===== src/rtl/axi_reg_read_ctrl.sv =====
`default_nettype none
// ============================================================================
//  Module      : axi_reg_read_ctrl
//  Description : AXI4-Lite read-channel controller for an 8-entry register
//                read mux. Latches the AR address onto the mux select, issues a
//                one-cycle read strobe for aligned accesses, captures the mux
//                output and returns it on R with backpressure. Counts OKAY and
//                SLVERR completions with saturating counters.
//  Revision    : 1.0 - initial release
// ============================================================================
module axi_reg_read_ctrl #(
    parameter int C_S_AXI_DATA_WIDTH = 32,
    parameter int C_S_AXI_ADDR_WIDTH = 5,
    parameter int OPT_MEM_ADDR_BITS  = 2
) (
    input  logic                          clk,
    input  logic                          reset,
    input  logic [C_S_AXI_ADDR_WIDTH-1:0] s_axi_araddr,
    input  logic                          s_axi_arvalid,
    output logic                          s_axi_arready,
    output logic [C_S_AXI_DATA_WIDTH-1:0] s_axi_rdata,
    output logic [1:0]                    s_axi_rresp,
    output logic                          s_axi_rvalid,
    input  logic                          s_axi_rready,
    output logic [C_S_AXI_ADDR_WIDTH-1:0] mux_addr,
    input  logic [C_S_AXI_DATA_WIDTH-1:0] mux_data,
    output logic                          rd_strobe,
    output logic [2:0]                    rd_index,
    output logic [15:0]                   rd_count,
    output logic [7:0]                    err_count
);

    localparam int ADDR_LSB = C_S_AXI_DATA_WIDTH / 32 + 1;

    localparam logic [1:0] C_RESP_OKAY   = 2'b00;
    localparam logic [1:0] C_RESP_SLVERR = 2'b10;

    typedef enum logic [1:0] {
        S_IDLE   = 2'd0,
        S_DECODE = 2'd1,
        S_RESP   = 2'd2
    } state_t;

    state_t                          r_state;
    logic                            r_arready;
    logic                            r_rvalid;
    logic [C_S_AXI_DATA_WIDTH-1:0]   r_rdata;
    logic [1:0]                      r_rresp;
    logic [C_S_AXI_ADDR_WIDTH-1:0]   r_mux_addr;
    logic                            r_rd_strobe;
    logic [2:0]                      r_rd_index;
    logic [15:0]                     r_rd_count;
    logic [7:0]                      r_err_count;

    // Alignment of the incoming address (decides the strobe) and of the
    // latched address (decides OKAY vs SLVERR).
    logic w_ar_aligned;
    logic w_q_aligned;
    logic w_ar_hs;
    logic w_r_hs;

    assign w_ar_aligned = (s_axi_araddr[ADDR_LSB-1:0] == '0);
    assign w_q_aligned  = (r_mux_addr[ADDR_LSB-1:0] == '0);
    assign w_ar_hs      = s_axi_arvalid && r_arready;
    assign w_r_hs       = r_rvalid && s_axi_rready;

    // Single read-transaction FSM; every output is registered here.
    always_ff @(posedge clk) begin
        if (reset) begin
            r_state     <= S_IDLE;
            r_arready   <= 1'b0;
            r_rvalid    <= 1'b0;
            r_rdata     <= '0;
            r_rresp     <= C_RESP_OKAY;
            r_mux_addr  <= '0;
            r_rd_strobe <= 1'b0;
            r_rd_index  <= 3'd0;
            r_rd_count  <= 16'd0;
            r_err_count <= 8'd0;
        end else begin
            // Strobe is a single-cycle pulse covering only the DECODE cycle.
            r_rd_strobe <= 1'b0;
            case (r_state)
                S_IDLE: begin
                    if (w_ar_hs) begin
                        r_mux_addr  <= s_axi_araddr;
                        r_arready   <= 1'b0;
                        r_rd_strobe <= w_ar_aligned;
                        if (w_ar_aligned) begin
                            r_rd_index <= 3'(s_axi_araddr[ADDR_LSB+OPT_MEM_ADDR_BITS:ADDR_LSB]);
                        end
                        r_state     <= S_DECODE;
                    end else begin
                        // arready comes up one cycle after reset release.
                        r_arready <= 1'b1;
                    end
                end
                S_DECODE: begin
                    // mux_data reflects r_mux_addr during this cycle.
                    r_rvalid <= 1'b1;
                    if (w_q_aligned) begin
                        r_rdata <= mux_data;
                        r_rresp <= C_RESP_OKAY;
                    end else begin
                        r_rdata <= '0;
                        r_rresp <= C_RESP_SLVERR;
                    end
                    r_state <= S_RESP;
                end
                S_RESP: begin
                    if (w_r_hs) begin
                        r_rvalid  <= 1'b0;
                        r_arready <= 1'b1;
                        if (r_rresp == C_RESP_OKAY) begin
                            if (r_rd_count != 16'hFFFF) begin
                                r_rd_count <= r_rd_count + 16'd1;
                            end
                        end else begin
                            if (r_err_count != 8'hFF) begin
                                r_err_count <= r_err_count + 8'd1;
                            end
                        end
                        r_state <= S_IDLE;
                    end
                end
                default: begin
                    r_state <= S_IDLE;
                end
            endcase
        end
    end

    assign s_axi_arready = r_arready;
    assign s_axi_rvalid  = r_rvalid;
    assign s_axi_rdata   = r_rdata;
    assign s_axi_rresp   = r_rresp;
    assign mux_addr      = r_mux_addr;
    assign rd_strobe     = r_rd_strobe;
    assign rd_index      = r_rd_index;
    assign rd_count      = r_rd_count;
    assign err_count     = r_err_count;

endmodule
`default_nettype wire


===== config.mk =====
export PLATFORM = sky130hd
export DESIGN_NAME = axi_reg_read_ctrl
export DESIGN_NICKNAME = d
export VERILOG_FILES = /design/src/rtl/axi_reg_read_ctrl.sv
export SDC_FILE = /design/constraint.sdc
export NUM_CORES = 1
export LEC_CHECK = 0
export ABC_AREA = 1
export ABC_CLOCK_PERIOD_IN_PS = 1800
export CELL_PAD_IN_SITES_DETAIL_PLACEMENT = 2
export CELL_PAD_IN_SITES_GLOBAL_PLACEMENT = 2
export CORE_ASPECT_RATIO = 0.9
export CORE_UTILIZATION = 25
export CTS_CLUSTER_SIZE = 16
export DETAILED_ROUTE_END_ITERATION = 6
export DONT_BUFFER_PORTS = 1
export HOLD_SLACK_MARGIN = 0.1
export MAX_ROUTING_LAYER = met4
export PLACE_DENSITY_LB_ADDON = 0.1
export SLEW_MARGIN = 20
export SYNTH_ARGS = -nofsm -noshare
export SYNTH_HDL_FRONTEND = slang
export SYNTH_SLANG_ARGS = --single-unit

===== constraint.sdc =====
create_clock -name clk -period 1.8 [get_ports clk]
set_input_delay 0.18 -clock clk [delete_from_list [all_inputs] [get_ports clk]]
set_output_delay 0.18 -clock clk [all_outputs]
set_load 0.005 [all_outputs]

==> metrics.cfg <==
[run_status]
outcome=completed

[cts]
clk_pin_slew_worst_paths_ns=0.06
cts-htree-levels=3
cts-root-buf=clkbuf_16
cts.sinks=70
cts_made_buffers=9
cts_setup_buffers=0
cts_tree=built
insertion_delay_ns=0.34
max-clock-path-buffers=2

[job]
maxCapViolCount=0

[detailed_routing]
routed_via_density=4.62
drt_wl_total_um=10200
routedWlPerCell_um=16.0
drt_iter0_drc=64
ant_nets=0
drc=0
firstDrtPassIters=2
vias=2928

[logic_synthesis]
synth_fp_nets=463
synth_top_area_cell=dfxtp_1
synth_top_area_share_pct=46.8
ys_top_cells_by_count=nand2_1 (142), dfxtp_1 (70), a21oi_1 (56), nor2_1 (47), nand3_1 (23)
synth_area_leaders=dfxtp_1 (47%), nand2_1 (18%), a21oi_1 (9.4%)
syn_avg_cell_area_um2=7.13
async_reset_ff_share_pct=0
synthCells=420
netlist_area_um2=3000
synthDistinctLibCells=26
yosysWarningCount=0
synth_ff_type=dfxtp_1
ys_ff_latch=70
synth-edff-count=0
synth-seq-area-share_pct=46.8
synth_most_common_cell=nand2_1

[timing]
fmax_ghz=0.643
period_needed_ns=1.55
drv_slew=0
skew_ns=0.00702
fin_tns_setup_ns=0
fin_crit_sh_pct=86.3
hold_viol=0
rsz0062_at_grt=false
finalSetupViolations=0

[placed_design]
io_buffers=0
hpwl_um=6760
dpl-instance-area_um2=3250
placedCellCount=579
gp_congestion=0.723

[critical_path]
critPathArrivalTime_ns=1.83
worstSetupEndpointType=register
worst_r2r_endpoint=err_count[0]$_SDFFE_PP0P_
setup.worst_path.class=reg -> reg
critPathLaunchType=register
r2r_slack_ns=0.25
r2r_cells=9
crit_required_ns=2.07
crit_fanout=8
timing.rr.start=err_count[1]$_SDFFE_PP0P_

[global_route]
grt_pass1_vias=3216
grt.total_usage_pct=17.7
grt-ovfl-total=0
grt_max_degree=58
grt_pass1_wl_um=16400
antenna_found_initial=0

[cells_and_area]
fin_nets=516
antennaDiodeCount=0
final_cell_area_um2=3940
layout.cells.non_filler=634
n_fill_cell=1372
drive_above_1_share_pct=10.3
final_util_pct=34.0
syn_to_final_growth_pct=31.5

[floorplanning]
io_pins=110
start_util_pct=25.9
die_w_um=117
rows=37
coreArea_um2=11600
die_y_um=106
die-area_um2=12400

[min_path]
hold_end=mux_addr[3]$_SDFFE_PP0P_
hold_depth=3
min_path_type=in -> reg
min_from=s_axi_arvalid

[power]
max-vdd-ir-drop_uv=448
power_leakage_nw=1.44
power_density_nw_per_um2=892
power.total_mw=3.51

==> kinds of logic (layout without fill, tap and decap cells) <==
logic type / Yosys count / in the layout / synth area share, %
AND/OR/NAND/NOR: 230 / 230 / 32.4
flip-flops: 70 / 70 / 46.8
AO/OA/AOI/OAI: 66 / 66 / 11.1
buffers and inverters: 42 / 100 / 6.14
XOR/XNOR: 9 / 9 / 2.63
adder cells (fa/ha/maj): 2 / 2 / 0.835
other: 1 / 1 / 0.125
==> layout make-up <==
| type | count | area [µm²] | share of cell area (%) |
|---|---|---|---|
| Multi-Input combinational cell | 308 | 1410 | 35.9 |
| Sequential cell | 70 | 1400 | 35.6 |
| Timing Repair Buffer | 59 | 558 | 14.2 |
| Clock buffer | 11 | 243 | 6.16 |
| Tap cell | 156 | 195 | 4.96 |
| Inverter | 25 | 93.8 | 2.38 |
| Clock inverter | 5 | 35.0 | 0.889 |
==> stage by stage <==
| step | hold WS [ns] | setup slack (ns) |
|---|---|---|
| 2_1_floorplan | 0.323 | 0.239 |
| 3_3_place_gp | 0.257 | 0.235 |
| 3_5_place_dp | 0.260 | 0.176 |
| 5_1_grt | 0.194 | 0.0477 |
| 4_1_cts | 0.128 | 0.157 |
| 6_report | 0.149 | 0.246 |
==> sequential cells by signal, indices dropped and copies added (netlist names) <==
signal         count
r_state            2
rd_count          16
rd_strobe          1
s_axi_rdata       32
err_count          8
s_axi_arready      1
rd_index           3
s_axi_rresp        1
s_axi_rvalid       1
mux_addr           5
==> how the worst max path moves through the flow <==
| stage | slack, ns | startpoint | cells after the start | end |
|---|---|---|---|---|
| after floorplan | 0.24 | rd_count[0]$_SDFFE_PP0P_ | 9 | rd_count[0]$_SDFFE_PP0P_ |
| after global placement | 0.24 | s_axi_rvalid$_SDFFE_PP0P_ | 7 | rd_count[14]$_SDFFE_PP0P_ |
| after detailed placement | 0.18 | s_axi_rvalid$_SDFFE_PP0P_ | 7 | rd_count[13]$_SDFFE_PP0P_ |
| after CTS | 0.16 | s_axi_rvalid$_SDFFE_PP0P_ | 7 | rd_count[13]$_SDFFE_PP0P_ |
| after global routing | 0.05 | s_axi_rvalid$_SDFFE_PP0P_ | 7 | rd_count[14]$_SDFFE_PP0P_ |
| final | 0.25 | err_count[1]$_SDFFE_PP0P_ | 9 | err_count[0]$_SDFFE_PP0P_ |
==> cells in the final DEF (no fill, tap or decap), drive strengths merged <==
cell type | Yosys | routed
nor3 | 2 | 2
nand3 | 23 | 23
nand2 | 145 | 145
inv | 25 | 25
buf | 8 | 21
dlygate4sd3 | 0 | 38
nor2 | 51 | 51
a21oi | 56 | 56
clkbuf | 9 | 11
clkinv | 0 | 4
ha | 2 | 2
xnor2 | 3 | 3
nand3b | 2 | 2
o21ai | 9 | 9
a211oi | 1 | 1
nand4 | 7 | 7
clkinvlp | 0 | 1
xor2 | 6 | 6
dfxtp | 70 | 70
conb | 1 | 1
==> report_power, final <==
| part | switching (mW) | leakage (nW) | internal (mW) |
|---|---|---|---|
| combinational | 0.114 | 0.737 | 0.102 |
| clock | 0.694 | 0.135 | 0.970 |
| sequential | 0.0405 | 0.566 | 1.59 |
==> routing by layer <==
layer / track usage, % / part of all wire, % / vias to the layer above
met3: 7.63 / 7.4 / 8
met2: 31.6 / 51 / 78
li1: - / - / 1442
met1: 17.4 / 40 / 1400
met4: 5.29 / 1.2 / 0
met5: - / 0 / -
==> worst max-delay path: stages, from the launching register on <==
cell	delay, ns
dfxtp_1	0.38
ha_1	0.25
nand3_1	0.09
nor2_1	0.16
nand3_1	0.13
nand2_2	0.16
inv_2	0.11
nand2_1	0.07
nand2_1	0.04
nor2_1	0.09
==> repair_timing <==
item | 4_1_cts | 5_1_grt
endpoints found under the hold margin | 61 | 0
hold buffers | 39 | 0
gates resized for setup | 0 | 1
endpoints found under the setup margin | 0 | 7
Power figures use the tool's default switching activity.
